===== src/rtl/prio_encoder_seq_if.sv =====
// Request/result bundle between a request source and one downstream consumer of the
// priority encoder. The master drives requests, enable, mode and ready.
interface prio_encoder_seq_if #(
    parameter int N = 8
);
    localparam int W = $clog2(N);

    logic         ein;
    logic         mode;
    logic [N-1:0] req;
    logic         ready;
    logic [W-1:0] y;
    logic         valid;
    logic         gs;
    logic         eout;

    modport master (
        output ein,
        output mode,
        output req,
        output ready,
        input  y,
        input  valid,
        input  gs,
        input  eout
    );

    modport slave (
        input  ein,
        input  mode,
        input  req,
        input  ready,
        output y,
        output valid,
        output gs,
        output eout
    );
endinterface


===== src/rtl/prio_encoder_seq.sv =====
// Registered N-to-log2(N) priority encoder with fixed or round-robin priority and
// ein/gs/eout cascade flags; the captured index is held under a valid/ready handshake.
module prio_encoder_seq #(
    parameter int N = 8
) (
    input  logic                   clk,
    input  logic                   rst_n,
    prio_encoder_seq_if.slave      bus,
    output logic [0:0]             state_o
);
    localparam int W = $clog2(N);
    localparam logic [W-1:0] LAST_IDX = W'(N - 1);

    localparam logic [0:0] ST_IDLE = 1'b0;
    localparam logic [0:0] ST_HOLD = 1'b1;

    // Handshake: y is meaningful while valid is high; a transfer happens at every
    // rising edge where valid & ready, and y never changes while valid & ~ready.

    logic [0:0]   state_q, state_d;
    logic [W-1:0] y_q, y_d;
    logic [W-1:0] ptr_q, ptr_d;
    logic         eout_q, eout_d;

    logic         valid;
    logic         accept;
    logic         cap_ok;
    logic [W-1:0] fx_win;
    logic [W-1:0] rr_win;
    logic [W-1:0] win;

    assign valid  = (state_q == ST_HOLD);
    assign accept = valid & bus.ready;
    assign cap_ok = bus.ein & (|bus.req);

    // The pointer moves on the accept edge, and a capture on that same edge already
    // searches from the moved pointer, so the winner logic reads ptr_d.
    always_comb begin
        ptr_d = ptr_q;
        if (accept && bus.mode) begin
            ptr_d = (y_q == '0) ? LAST_IDX : (y_q - 1'b1);
        end
    end

    always_comb begin
        logic [W-1:0] i_w;
        fx_win = '0;
        i_w    = '0;
        for (int i = 0; i < N; i++) begin
            i_w = W'(i);
            if (bus.req[i_w]) begin
                fx_win = i_w;
            end
        end
    end

    // Descending search from the pointer, wrapping from index 0 back to N-1.
    always_comb begin
        int           idx;
        logic [W-1:0] idx_w;
        logic         hit;
        rr_win = '0;
        idx    = 0;
        idx_w  = '0;
        hit    = 1'b0;
        for (int k = 0; k < N; k++) begin
            idx   = (int'(ptr_d) >= k) ? (int'(ptr_d) - k) : (int'(ptr_d) + N - k);
            idx_w = W'(idx);
            if (!hit && bus.req[idx_w]) begin
                hit    = 1'b1;
                rr_win = idx_w;
            end
        end
    end

    assign win = bus.mode ? rr_win : fx_win;

    always_comb begin
        state_d = state_q;
        y_d     = y_q;
        case (state_q)
            ST_IDLE: begin
                if (cap_ok) begin
                    y_d     = win;
                    state_d = ST_HOLD;
                end
            end
            ST_HOLD: begin
                if (bus.ready) begin
                    if (cap_ok) begin
                        y_d = win;
                    end else begin
                        state_d = ST_IDLE;
                    end
                end
            end
            default: begin
                state_d = ST_IDLE;
            end
        endcase
    end

    assign eout_d = bus.ein & ~(|bus.req);

    always_ff @(posedge clk or negedge rst_n) begin
        if (!rst_n) begin
            state_q <= ST_IDLE;
            y_q     <= '0;
            ptr_q   <= LAST_IDX;
            eout_q  <= 1'b0;
        end else begin
            state_q <= state_d;
            y_q     <= y_d;
            ptr_q   <= ptr_d;
            eout_q  <= eout_d;
        end
    end

    assign bus.y     = y_q;
    assign bus.valid = valid;
    assign bus.gs    = valid;
    assign bus.eout  = eout_q;
    assign state_o   = state_q;
endmodule


===== src/flat_wrapper.sv =====
// flat-port wrapper written by rule: the top's interface ports become plain ports
module prio_encoder_seq_flat 
#(
    parameter int N = 8
)
  (clk, rst_n, state_o, bus_ein, bus_mode, bus_req, bus_ready, bus_y, bus_valid, bus_gs, bus_eout);
  prio_encoder_seq_if #(.N(N)) bus_i ();
  input  logic clk;
  input  logic rst_n;
  output logic [0:0] state_o;
  input wire logic [$bits(bus_i.ein)-1:0] bus_ein;
  input wire logic [$bits(bus_i.mode)-1:0] bus_mode;
  input wire logic [$bits(bus_i.req)-1:0] bus_req;
  input wire logic [$bits(bus_i.ready)-1:0] bus_ready;
  output wire logic [$bits(bus_i.y)-1:0] bus_y;
  output wire logic [$bits(bus_i.valid)-1:0] bus_valid;
  output wire logic [$bits(bus_i.gs)-1:0] bus_gs;
  output wire logic [$bits(bus_i.eout)-1:0] bus_eout;
  assign bus_i.ein = bus_ein;
  assign bus_i.mode = bus_mode;
  assign bus_i.req = bus_req;
  assign bus_i.ready = bus_ready;
  assign bus_y = bus_i.y;
  assign bus_valid = bus_i.valid;
  assign bus_gs = bus_i.gs;
  assign bus_eout = bus_i.eout;
  prio_encoder_seq #(.N(N)) u_core (.clk(clk), .rst_n(rst_n), .bus(bus_i), .state_o(state_o));
endmodule

===== config.mk =====
export PLATFORM = sky130hd
export DESIGN_NAME = prio_encoder_seq_flat
export DESIGN_NICKNAME = d
export VERILOG_FILES = /design/src/rtl/prio_encoder_seq_if.sv /design/src/rtl/prio_encoder_seq.sv /design/src/flat_wrapper.sv
export SDC_FILE = /design/constraint.sdc
export NUM_CORES = 1
export LEC_CHECK = 0
export ABC_AREA = 1
export CAP_MARGIN = 10
export CORE_ASPECT_RATIO = 1.25
export CORE_MARGIN = 1.5
export CORE_UTILIZATION = 60
export DETAILED_ROUTE_END_ITERATION = 10
export MAX_ROUTING_LAYER = met4
export PLACE_DENSITY = 0.92
export SETUP_SLACK_MARGIN = 0.02
export SLEW_MARGIN = 25
export SYNTH_ARGS = -nofsm -noshare
export SYNTH_HDL_FRONTEND = slang
export SYNTH_SLANG_ARGS = --single-unit

===== constraint.sdc =====
create_clock -name clk -period 4.45 [get_ports clk]
set_clock_uncertainty 0.15 [all_clocks]
set_input_delay 0.89 -clock clk [delete_from_list [all_inputs] [get_ports clk]]
set_output_delay 0.89 -clock clk [all_outputs]
set_load 0.03 [all_outputs]

==> impl_metrics.py <==
metrics = {
    "grt": {
        "grt_pass1_vias": 1502,
        "grt.total_usage_pct": 30.8,
        "grt_max_degree": 13,
        "antenna_found_initial": 0,
        "overflow": 0,
        "grt_pass1_wl_um": 6160,
    },
    "timing": {
        "finalSetupTns_ps": 0,
        "max_freq_ghz": 0.258,
        "rsz0062_at_grt": "false",
        "min_period_ps": 3870,
        "finalHoldViolCount": 0,
        "slew_violations": 0,
        "min_period_over_period_pct": 87.0,
        "slew_headroom_pct": 69.6,
        "tightestPinTransition_ps": 452,
        "setup_viol": 0,
    },
    "logic_synthesis": {
        "synth_compound_area_share_pct": 8.76,
        "synthesis.area_sq_mm": 0.00146,
        "synth_fa_ha_area_share_pct": 4.30,
        "synth.most_common_cell": "nand2_1",
        "synth_simple_gate_area_share_pct": 60.1,
        "synthMuxAreaShare_pct": 0,
        "synth_top_area_cell": "nand3_1",
        "netlist_instances": 229,
        "postSynthAreaPerCell_sq_um": 6.36,
        "synth-edff-count": 0,
        "synth_flop_cell": "dfrtp_1",
        "yosysSeqAreaShare_pct": 14.0,
        "synth_area_leaders": "nand3_1 13%, nand2_1 13%, inv_1 8.8%, dfrtp_1 8.6%, nand3_2 6.2%",
        "synth_top_cell_area_share_pct": 13.4,
        "synth_top_family_by_area": "simple AND/OR/NAND/NOR gates",
        "synthTopCellsByCount": "52 x nand2_1, 39 x nand3_1, 34 x inv_1",
        "asyncSetResetFlopFracSynth_pct": 100,
        "synthDistinctLibCells": 30,
        "synth_nets": 247,
        "ys_seq_elements": 8,
        "ys_warn_count": 0,
        "synth-xor-area-share_pct": 0,
    },
    "routing": {
        "firstDrtPassIters": 5,
        "viasPerCell": 5.63,
        "drt_iter0_drc": 72,
        "num_vias": 1575,
        "wl_per_cell_um": 13.4,
        "drt-total-wl_um": 3760,
        "drc": 0,
        "ant_nets": 0,
    },
    "outcome": {
        "status": "finished, final reports clean",
    },
    "layout": {
        "antenna_cells": 0,
        "final_nets": 268,
        "syn_to_final_growth_pct": 15.7,
        "layout-drive-gt1-share_pct": 22.5,
        "finish.instance_area_sq_mm": 0.00169,
        "nFillCells": 186,
    },
    "placed_design": {
        "place.gp.congestion": 1.00,
        "dpl-instance-area_sq_mm": 0.00166,
        "port-buffer-count": 19,
        "dp_hpwl_um": 3150,
    },
    "clock_network": {
        "cts_buffers": 3,
        "cts_resized": 0,
        "clock_path_buffers": 2,
        "clock_latency_ps": 260,
        "cts.sinks": 8,
        "htreeDepth": 1,
        "root_buffer": "clkbuf_4",
        "cts_tree": "yes",
        "post_cts.repair.setup_buffers": 0,
        "ctsHoldBuffers": 0,
        "clk_pin_slew_ps": 60,
    },
    "die": {
        "std_cell_rows": 19,
        "io_pins": 20,
        "dieHeight_um": 58.1,
        "die_w_um": 47.1,
        "die_area_sq_mm": 0.00273,
        "core-area_sq_mm": 0.00226,
        "initial_utilization_pct": 64.5,
    },
    "min_path": {
        "min_path_type": "flop to flop",
    },
    "worst_setup_path": {
        "crit_fanout": 12,
        "crit_type": "input pin to flop",
        "cp.required_ps": 4490,
        "endpoint_kind": "flop",
        "critPathLaunchType": "input pin",
        "cp.arrival_ps": 3920,
    },
    "power_and_ir_drop": {
        "p_leak_nw": 0.880,
        "powerDensity_mw_per_mm2": 806,
        "ir_worst_vdd_v": 0.000645,
    },
    "flow_run": {
        "drv_cap": 0,
    },
}
## registers in the layout (all words and copies together) (netlist names)
signal	count
u_core.bus.y	3
u_core.ptr_q	3
u_core.bus.eout	1
u_core.bus.gs	1
## final timing paths
check	from	end	slack, ps	cells after the start
setup / recovery	bus_mode	u_core.bus.y[0]	580	15
max in group asynchronous	rst_n	u_core.ptr_q[0]	3060	1
hold / removal	u_core.bus.y[1]	u_core.bus.y[1]	390	2
setup reg to reg	u_core.bus.y[1]	u_core.bus.y[0]	1290	16
min in group asynchronous	rst_n	u_core.bus.y[2]	770	1
hold reg to reg	u_core.bus.y[1]	u_core.bus.y[1]	390	2
## kinds of logic (layout without fill, tap and decap cells)
kind of cell / after synthesis / count (layout)
flops: 8 / 8
fa+ha+maj: 5 / 5
compound gates: 16 / 16
simple gates: 156 / 156
buf+inv: 44 / 64
## per-layer routing
metal / vias to the layer above / wire (um) / global-route usage, %
met4: 0 / 114 / 11.5
met5: - / 0 / -
li1: 780 / - / -
met1: 703 / 1540 / 35.1
met3: 12 / 214 / 4.05
met2: 80 / 1890 / 52.8
## layout make-up
cell class                      instances  area (sq um)  share of cell area, %
Multi-Input combinational cell        177          1070                   63.3
Tap cell                               31          38.8                   2.30
Clock buffer                            4          26.3                   1.56
Timing Repair Buffer                   20           198                   11.7
Sequential cell                         8           204                   12.1
Inverter                               40           153                   9.06
## power by group
| group | internal, mW | switching, mW |
|---|---|---|
| Sequential | 0.106 | 0.0181 |
| Combinational | 0.384 | 0.787 |
| Clock | 0.0346 | 0.0291 |
| Total | 0.525 | 0.834 |
## cell usage in the layout, fill, tap and decap left out, types with 2 or more instances in the layout
cell	count
o21ai_4	3
nor2_2	3
ha_1	5
nor2_1	18
nand4_1	6
inv_1	34
o21ai_0	2
a21oi_2	2
nand3_2	9
nor2_4	2
nand3_4	3
dfstp_2	3
nand2_1	52
inv_2	5
a31oi_1	2
dfrtp_1	5
nor3_1	2
clkdlybuf4s50_1	19
nand3_1	39
clkbuf_4	3
nand2_2	13
a21oi_1	4
nand2_4	7
## critical path, stage by stage
cell,delay [ps]
clkdlybuf4s50_1,610
nand3_4,190
o21ai_4,320
inv_4,130
ha_1,450
inv_1,180
nand3_1,140
nand3_2,80
nand2_4,130
nand3_4,130
nor2_8,140
nand4_1,140
nand3_1,120
nand3_1,110
a21oi_2,130
## per-stage QoR
step                      setup WS [ps]  total power, mW  cells  util (%)  hold WS [ps]
after floorplan                    1210             1.05    229         -           373
after global placement              392             1.27    276      73.5           359
after detailed placement            357             1.28    276      73.5           369
after CTS                           612             1.35    280      74.6           388
after global routing                368             1.48    280      74.6           412
final                               577             1.36    280      74.6           391
(Power assumes the default switching activity.)
